## src/rtl/mem_link_ctrl_if.sv

```systemverilog
// Bundle of the core-side, RAM-side and snoop signals of the memory link controller.
// The controller uses the slave view; the core/RAM environment uses the master view.
interface mem_link_ctrl_if;
  logic        iREN;
  logic [31:0] iaddr;
  logic        dREN;
  logic        dWEN;
  logic        datomic;
  logic [31:0] daddr;
  logic [31:0] dstore;
  logic        ihit;
  logic [31:0] iload;
  logic        dhit;
  logic [31:0] dload;
  logic        ramREN;
  logic        ramWEN;
  logic [31:0] ramaddr;
  logic [31:0] ramstore;
  logic [31:0] ramload;
  logic        ram_ack;
  logic        snoop_valid;
  logic [31:0] snoop_addr;

  modport slave (
    input  iREN, iaddr, dREN, dWEN, datomic, daddr, dstore,
    input  ramload, ram_ack, snoop_valid, snoop_addr,
    output ihit, iload, dhit, dload,
    output ramREN, ramWEN, ramaddr, ramstore
  );

  modport master (
    output iREN, iaddr, dREN, dWEN, datomic, daddr, dstore,
    output ramload, ram_ack, snoop_valid, snoop_addr,
    input  ihit, iload, dhit, dload,
    input  ramREN, ramWEN, ramaddr, ramstore
  );
endinterface

```

## src/rtl/mem_link_ctrl.sv

```systemverilog
// Single-port memory arbiter between instruction fetch and data access, with an
// LL/SC link register that is invalidated by stores and snooped foreign writes.
module mem_link_ctrl (
  input  logic     CLK,
  input  logic     RST,
  mem_link_ctrl_if.slave bus
);

  typedef enum logic [1:0] {IDLE, DREQ, IREQ, SCFAIL} state_t;

  state_t      state;
  logic [29:0] linkaddr;
  logic        linkvalid;

  logic data_req;
  logic is_ll;
  logic is_sc;
  logic link_hit;
  logic ack_d;
  logic ll_done;
  logic sc_done;
  logic sw_done;
  logic sw_hits_link;
  logic snoop_hits_link;
  logic snoop_hits_daddr;
  logic unused_addr_bits;

  always_comb begin
    data_req         = bus.dREN | bus.dWEN;
    is_ll            = bus.dREN & ~bus.dWEN & bus.datomic;
    is_sc            = bus.dWEN & bus.datomic;
    link_hit         = linkvalid && (linkaddr == bus.daddr[31:2]);
    ack_d            = (state == DREQ) && bus.ram_ack;
    ll_done          = ack_d & is_ll;
    sc_done          = ack_d & is_sc;
    sw_done          = ack_d & bus.dWEN & ~bus.datomic;
    sw_hits_link     = sw_done && (linkaddr == bus.daddr[31:2]);
    snoop_hits_link  = bus.snoop_valid && (bus.snoop_addr[31:2] == linkaddr);
    snoop_hits_daddr = bus.snoop_valid && (bus.snoop_addr[31:2] == bus.daddr[31:2]);
    unused_addr_bits = ^{bus.daddr[1:0], bus.snoop_addr[1:0]};
  end

  // Outputs are decoded from the registered state; reset forces them quiet even
  // while the state register still holds an abandoned access.
  always_comb begin
    bus.ihit     = 1'b0;
    bus.iload    = 32'd0;
    bus.dhit     = 1'b0;
    bus.dload    = 32'd0;
    bus.ramREN   = 1'b0;
    bus.ramWEN   = 1'b0;
    bus.ramaddr  = 32'd0;
    bus.ramstore = 32'd0;
    if (!RST) begin
      unique case (state)
        DREQ: begin
          bus.ramREN   = bus.dREN & ~bus.dWEN;
          bus.ramWEN   = bus.dWEN;
          bus.ramaddr  = bus.daddr;
          bus.ramstore = bus.dstore;
          if (bus.ram_ack) begin
            bus.dhit = 1'b1;
            if (bus.dWEN) begin
              bus.dload = bus.datomic ? 32'd1 : 32'd0;
            end else begin
              bus.dload = bus.ramload;
            end
          end
        end
        IREQ: begin
          bus.ramREN  = 1'b1;
          bus.ramaddr = bus.iaddr;
          if (bus.ram_ack) begin
            bus.ihit  = 1'b1;
            bus.iload = bus.ramload;
          end
        end
        SCFAIL: begin
          bus.dhit = 1'b1;
        end
        default: begin
        end
      endcase
    end
  end

  // A failing SC is resolved in IDLE so it never reaches the RAM; an LL that
  // completes alongside a snoop to its own address leaves the link invalid.
  always_ff @(posedge CLK) begin
    if (RST) begin
      state     <= IDLE;
      linkaddr  <= 30'd0;
      linkvalid <= 1'b0;
    end else begin
      case (state)
        IDLE: begin
          if (data_req) begin
            state <= (is_sc && !link_hit) ? SCFAIL : DREQ;
          end else if (bus.iREN) begin
            state <= IREQ;
          end
        end
        DREQ:    if (bus.ram_ack) state <= IDLE;
        IREQ:    if (bus.ram_ack) state <= IDLE;
        SCFAIL:  state <= IDLE;
        default: state <= IDLE;
      endcase

      if (ll_done) begin
        linkaddr  <= bus.daddr[31:2];
        linkvalid <= ~snoop_hits_daddr;
      end else if (sc_done || sw_hits_link || snoop_hits_link) begin
        linkvalid <= 1'b0;
      end
    end
  end

endmodule

```

## src/flat_wrapper.sv

```systemverilog
// flat-port wrapper written by rule: the top's interface ports become plain ports
module mem_link_ctrl_flat 
  (CLK, RST, bus_iREN, bus_iaddr, bus_dREN, bus_dWEN, bus_datomic, bus_daddr, bus_dstore, bus_ramload, bus_ram_ack, bus_snoop_valid, bus_snoop_addr, bus_ihit, bus_iload, bus_dhit, bus_dload, bus_ramREN, bus_ramWEN, bus_ramaddr, bus_ramstore);
  mem_link_ctrl_if bus_i ();
  input  logic CLK;
  input  logic RST;
  input wire logic [$bits(bus_i.iREN)-1:0] bus_iREN;
  input wire logic [$bits(bus_i.iaddr)-1:0] bus_iaddr;
  input wire logic [$bits(bus_i.dREN)-1:0] bus_dREN;
  input wire logic [$bits(bus_i.dWEN)-1:0] bus_dWEN;
  input wire logic [$bits(bus_i.datomic)-1:0] bus_datomic;
  input wire logic [$bits(bus_i.daddr)-1:0] bus_daddr;
  input wire logic [$bits(bus_i.dstore)-1:0] bus_dstore;
  input wire logic [$bits(bus_i.ramload)-1:0] bus_ramload;
  input wire logic [$bits(bus_i.ram_ack)-1:0] bus_ram_ack;
  input wire logic [$bits(bus_i.snoop_valid)-1:0] bus_snoop_valid;
  input wire logic [$bits(bus_i.snoop_addr)-1:0] bus_snoop_addr;
  output wire logic [$bits(bus_i.ihit)-1:0] bus_ihit;
  output wire logic [$bits(bus_i.iload)-1:0] bus_iload;
  output wire logic [$bits(bus_i.dhit)-1:0] bus_dhit;
  output wire logic [$bits(bus_i.dload)-1:0] bus_dload;
  output wire logic [$bits(bus_i.ramREN)-1:0] bus_ramREN;
  output wire logic [$bits(bus_i.ramWEN)-1:0] bus_ramWEN;
  output wire logic [$bits(bus_i.ramaddr)-1:0] bus_ramaddr;
  output wire logic [$bits(bus_i.ramstore)-1:0] bus_ramstore;
  assign bus_i.iREN = bus_iREN;
  assign bus_i.iaddr = bus_iaddr;
  assign bus_i.dREN = bus_dREN;
  assign bus_i.dWEN = bus_dWEN;
  assign bus_i.datomic = bus_datomic;
  assign bus_i.daddr = bus_daddr;
  assign bus_i.dstore = bus_dstore;
  assign bus_i.ramload = bus_ramload;
  assign bus_i.ram_ack = bus_ram_ack;
  assign bus_i.snoop_valid = bus_snoop_valid;
  assign bus_i.snoop_addr = bus_snoop_addr;
  assign bus_ihit = bus_i.ihit;
  assign bus_iload = bus_i.iload;
  assign bus_dhit = bus_i.dhit;
  assign bus_dload = bus_i.dload;
  assign bus_ramREN = bus_i.ramREN;
  assign bus_ramWEN = bus_i.ramWEN;
  assign bus_ramaddr = bus_i.ramaddr;
  assign bus_ramstore = bus_i.ramstore;
  mem_link_ctrl u_core (.CLK(CLK), .RST(RST), .bus(bus_i));
endmodule
```

## config.mk

```make
export PLATFORM = sky130hd
export DESIGN_NAME = mem_link_ctrl_flat
export DESIGN_NICKNAME = d
export VERILOG_FILES = /design/src/rtl/mem_link_ctrl_if.sv /design/src/rtl/mem_link_ctrl.sv /design/src/flat_wrapper.sv
export SDC_FILE = /design/constraint.sdc
export NUM_CORES = 1
export LEC_CHECK = 0
export CAP_MARGIN = 40
export CORE_AREA = 2 2 118 120
export CTS_CLUSTER_DIAMETER = 30
export CTS_CLUSTER_SIZE = 16
export DETAILED_ROUTE_END_ITERATION = 10
export DIE_AREA = 0 0 120 122
export PLACE_DENSITY = 0.66
export SLEW_MARGIN = 20
export SYNTH_ARGS = -nofsm -noshare
export SYNTH_HDL_FRONTEND = slang
export SYNTH_SLANG_ARGS = --single-unit
```

## constraint.sdc

```tcl
create_clock -name CLK -period 3.6 [get_ports CLK]
set_clock_uncertainty 0.15 [all_clocks]
set_input_delay 0.72 -clock CLK [delete_from_list [all_inputs] [get_ports CLK]]
set_output_delay 0.72 -clock CLK [all_outputs]
set_load 0.02 [all_outputs]
```

==> results of run 1 <==
per-stage QoR:
step	instances	total power [mW]	cell area (sq um)	util	hold WS, ns
2_1_floorplan	475	0.711	3420	-	0.323
3_3_place_gp	932	1.10	6600	0.488	0.329
3_5_place_dp	932	1.11	6600	0.488	0.336
4_1_cts	940	1.52	6730	0.498	0.343
5_1_grt	940	1.58	6730	0.498	0.367
6_report	940	1.51	6730	0.498	0.343
where the power goes:
part	internal, mW	leakage (nW)	switching [mW]
sequential	0.373	0.266	0.00732
combinational	0.381	1.93	0.336
clock	0.257	0.0652	0.152
total	1.01	2.26	0.496
layout make-up:
cell class                 count  area, sq um
fill                        1323         6770
inverter                       4         15.0
clock buffer                   8          136
timing repair buffer         310         3110
tap                          180          225
multi-input combinational    405         2590
sequential                    33          661
worst max-delay path, stage by stage:
cell	delay (ns)
clkdlybuf4s50_1	0.47
nor2b_4	0.14
nand2_1	0.07
nor2_1	0.18
buf_12	0.19
and2_1	0.18
clkdlybuf4s50_1	0.61
sequential cells by signal, indices dropped and copies added, names as in the netlist:
register	count
u_core.linkaddr	30
u_core.linkvalid	1
u_core.state	2
worst paths after layout:
kind / start / end / slack [ns] / cells after the start
setup reg to reg: u_core.state[1] / u_core.linkaddr[25] / 1.21 / 7
hold / removal: u_core.linkaddr[23] / u_core.linkaddr[23] / 0.34 / 2
hold reg to reg: u_core.linkaddr[23] / u_core.linkaddr[23] / 0.34 / 2
setup / recovery: RST / bus_dload[7] / 0.16 / 7
synthesized netlist by cell type, drive strengths merged:
cell,instances
and4,1
o21ai,1
nand4,23
a32oi,1
inv,4
a22oi,32
nor3,1
a311oi,1
nor2,39
a21oi,32
and2,96
ha,5
nand2,63
a31oi,1
xnor2,76
nand3,2
dfxtp,33
nor4,8
mux2,1
nor2b,2
a41oi,1
mux2i,1
xor2,14
a31o,1
nand2b,2
and3,1
buf,7
clkbuf,26
routing by layer:
metal | track usage | wire, um | vias to the layer above
li1 | - | - | 2144
met1 | 0.234 | 6160 | 2011
met3 | 0.0604 | 1430 | 18
met2 | 0.406 | 8630 | 201
met4 | 0.0463 | 289 | 0
met5 | 0 | 0 | -
kinds of logic after synthesis:
kind of cell / share of synthesized area
simple gates: 0.367
xor+xnor: 0.231
compound gates: 0.135
buf+inv: 0.0487
flops: 0.193
fa+ha+maj: 0.0183
mux: 0.00623
==> flow_summary.json, run 1 <==
{
  "initial_utilization": 0.253,
  "cts_max_level": 2,
  "path_clk_slew_ns": 0.05,
  "clock_latency_ns": 0.28,
  "cts_made_buffers": 5,
  "die_x_um": 120,
  "grt_pass1_wl_um": 24300,
  "grt_antenna_before_repair": 0,
  "drt-pass1-iter-count": 4,
  "p_per_area_mw_per_mm2": 224,
  "fmax_mhz": 291,
  "power.leakage_nw": 2.26,
  "critPathArrivalTime_ns": 2.57,
  "cts_resized": 0,
  "layout_common_cells": "clkdlybuf4s50_1, and2_1, xnor2_1",
  "grt_use_total": 0.213,
  "ir_drop_mv": 0.160,
  "synth-seq-area-share": 0.193,
  "holdBufCountCts": 0,
  "final_common_cell": "clkdlybuf4s50_1",
  "grt-ovfl-total": 0,
  "layout-drive-gt1-share": 0.0355,
  "die_area_sq_mm": 0.0146,
  "ys_top_cells_by_area": "xnor2_1, dfxtp_1, and2_1, a22oi_1, nand2_1",
  "worstPathMaxFanout": 31,
  "drt-wirelength-per-cell_um": 17.6,
  "tightest_slew_ns": 0.624,
  "post-cts-setup-buffers": 0,
  "cts_tree": "built",
  "rsz0062_at_grt": "false",
  "viasPerCell": 4.65,
  "outcome": "completed",
  "drc": 0,
  "core_area_sq_mm": 0.0135,
  "period_needed_ns": 3.44,
  "routed_wl_um": 16500,
  "cp-end-kind": "primary output",
  "finalMaxSlewViolations": 0,
  "max_slew_margin": 0.584,
  "drtIter0Drc": 217,
  "fp.dieH_um": 122,
  "yosys_warnings": 0,
  "place_ws_ns": 0.173,
  "syn_to_final_growth_pct": 97.1,
  "syn_nets": 648,
  "place_hpwl_um": 13500,
  "io_buffer_count": 297,
  "nets": 932,
  "setup_violations": 0,
  "synth_cells": 475,
  "synth_largest_area_cell": "xnor2_1",
  "crit_type": "in2out",
  "antenna_cells": 0,
  "hp-class": "reg2reg",
  "finalSetupTns_ns": 0,
  "netlist_area_sq_mm": 0.00342,
  "clk_root_buffer_cell": "clkbuf_16",
  "max-cap-violations": 0,
  "cp.required_ns": 2.73,
  "syn_avg_cell_area_sq_um": 7.19,
  "finalHoldViolations": 0,
  "ys_types": 32,
  "setup_ws_ns": 0.161,
  "clock_tree.buffer_depth": 2,
  "gp_congestion": 0.908,
  "fin_crit_sh": 0.955,
  "num_rows": 43,
  "crit_path_start_kind": "input port",
  "vias": 4374,
  "synth_top_area_share": 0.195,
  "cts.sinks": 33,
  "ant_nets": 0,
  "grt_pass1_vias": 4464,
  "synth-seq-cells": 33,
  "io_pins": 300,
  "grt_max_degree": 39
}
Note: power is estimated with default switching activity, not from simulation.
==> inputs of run 2 (changes only) <==
--- a/config.mk
+++ b/config.mk
@@ -6,12 +6,12 @@
 export NUM_CORES = 1
 export LEC_CHECK = 0
 export CAP_MARGIN = 40
-export CORE_AREA = 2 2 118 120
+export CORE_AREA = 2 2 116 118
 export CTS_CLUSTER_DIAMETER = 30
 export CTS_CLUSTER_SIZE = 16
 export DETAILED_ROUTE_END_ITERATION = 10
-export DIE_AREA = 0 0 120 122
-export PLACE_DENSITY = 0.66
+export DIE_AREA = 0 0 118 120
+export PLACE_DENSITY = 0.68
 export SLEW_MARGIN = 20
 export SYNTH_ARGS = -nofsm -noshare
 export SYNTH_HDL_FRONTEND = slang
==> constraint.sdc (replaced) <==
create_clock -name CLK -period 3.2 [get_ports CLK]
set_clock_uncertainty 0.15 [all_clocks]
set_input_delay 0.64 -clock CLK [delete_from_list [all_inputs] [get_ports CLK]]
set_output_delay 0.64 -clock CLK [all_outputs]
set_load 0.02 [all_outputs]
==> flow_summary.json, run 2 (synthesized netlist as in run 1, its figures left out) <==
{
  "initial_utilization": 0.263,
  "slowest_delay_ns": 0.63,
  "largest_reg_flops": 30,
  "power.leakage_nw": 3.05,
  "core_area_sq_mm": 0.0130,
  "setup_violations": 0,
  "gp_congestion": 0.911,
  "crit_buf_inv": 3,
  "drtIter0Drc": 186,
  "fp.dieH_um": 120,
  "ant_nets": 0,
  "clock_tree.buffer_depth": 2,
  "clk_root_buffer_cell": "clkbuf_16",
  "cp.required_ns": 2.41,
  "clock_latency_ns": 0.28,
  "drt-wirelength-per-cell_um": 16.9,
  "cts_max_level": 2,
  "cts_made_buffers": 5,
  "dp.cells": 936,
  "place_hpwl_um": 13200,
  "hp-class": "reg2reg",
  "finalHoldViolations": 0,
  "worstPathCellList": "clkdlybuf4s50_1, nand2b_1, buf_12, nor2_1, clkdlybuf4s50_1",
  "crit_path_start_kind": "input port",
  "antenna_cells": 0,
  "critPathTopFamily": "buffers and inverters",
  "drc": 0,
  "routed_wl_um": 16000,
  "finalNonFillerCells": 944,
  "layout-drive-gt1-share": 0.0482,
  "grt_pass1_vias": 4407,
  "rsz0062_at_grt": "false",
  "drt-pass1-iter-count": 5,
  "path_clk_slew_ns": 0.05,
  "tightest_slew_ns": 0.512,
  "viasPerCell": 4.62,
  "period_needed_ns": 3.11,
  "finalMaxSlewViolations": 0,
  "die_area_sq_mm": 0.0142,
  "p_per_area_mw_per_mm2": 255,
  "nets": 940,
  "cts_tree": "built",
  "crit_path_frequent_cell": "clkdlybuf4s50_1",
  "worstPathMaxFanout": 33,
  "nFillCells": 1268,
  "fin_crit_sh": 0.972,
  "grt_antenna_before_repair": 0,
  "largestRegisters": "u_core.linkaddr: 30 flops, u_core.state: 2 flops, u_core.linkvalid: 1 flops",
  "syn_to_final_growth_pct": 100,
  "layout_common_cells": "clkdlybuf4s50_1, and2_1, xnor2_1",
  "io_buffer_count": 297,
  "whs_ns": 0.343,
  "fmax_mhz": 322,
  "cp-end-kind": "primary output",
  "num_rows": 42,
  "place_ws_ns": -0.105,
  "ir_drop_mv": 0.175,
  "outcome": "completed",
  "io_pins": 300,
  "setup_ws_ns": 0.0910,
  "critPathArrivalTime_ns": 2.32,
  "grt-ovfl-total": 0,
  "grt_pass1_wl_um": 23800,
  "total_power_mw": 1.74,
  "cts.sinks": 33,
  "vias": 4362,
  "crit_type": "in2out",
  "die_x_um": 118,
  "max_slew_margin": 0.659,
  "grt_max_degree": 35,
  "cp_slowest_cell": "clkdlybuf4s50_1",
  "max-cap-violations": 0,
  "grt_use_total": 0.214,
  "holdBufCountCts": 0,
  "final_common_cell": "clkdlybuf4s50_1",
  "regMostFlops": "u_core.linkaddr"
}
## run 2: changes by cell type in the layout (fill, tap and decap cells not counted), sizes merged
cell	previous run	this run
dlygate4sd2	0	31
clkinv	0	1
clkdlybuf4s50	296	234
buf	14	21
dlymetal6s2s	0	32
clkbuf	8	7
## run 2: worst reg2reg max path: cells and delay by family, from the launching register on
kind | cells | cell delay (ns)
buffers and inverters | 3 | 0.71
DFF | 1 | 0.34
adders and majority gates | 1 | 0.21
and+or+nand+nor | 2 | 0.66
AOI/OAI and AO/OA | 1 | 0.13
## run 2: final timing paths
kind	start	to	slack, ns	cells after the start
setup / recovery	RST	bus_ramaddr[16]	0.09	5
hold / removal	u_core.linkaddr[27]	u_core.linkaddr[27]	0.34	2
hold reg to reg	u_core.linkaddr[27]	u_core.linkaddr[27]	0.34	2
setup reg to reg	u_core.state[1]	u_core.linkaddr[15]	0.94	7
## run 2: layer usage
metal | share of wire | GRT usage
met1 | 0.37 | 0.226
met2 | 0.54 | 0.423
met3 | 0.079 | 0.0570
met4 | 0.013 | 0.0399
met5 | 0 | 0
## run 2: through the flow
step	utilization	cell area [sq um]	setup TNS, ns
after CTS	0.521	6760	0
after global routing	0.527	6850	0
after global placement	0.512	6640	-2.34
after detailed placement	0.512	6640	-2.44
after floorplan	-	3420	0
final	0.527	6850	0
## run 2: layout make-up
cell class	instances	area, sq um	share of cell area
Clock buffer	7	153	0.0223
Inverter	4	15.0	0.00219
Timing Repair Buffer	318	3200	0.468
Tap cell	176	220	0.0322
Sequential cell	33	661	0.0965
Multi-Input combinational cell	405	2590	0.378
Clock inverter	1	5.00	0.000731
## run 2: power breakdown
group          internal (mW)  switching (mW)
Clock                  0.329           0.178
Sequential             0.419         0.00875
Combinational          0.434           0.372
Total                   1.18           0.559
## run 2: timing repair
item | 4_1_cts | 5_1_grt
resized for setup | 32 | 33
gates cloned | 0 | 0
setup buffers | 0 | 0
setup endpoints to repair | 31 | 57
endpoints found under the hold margin | 0 | 0
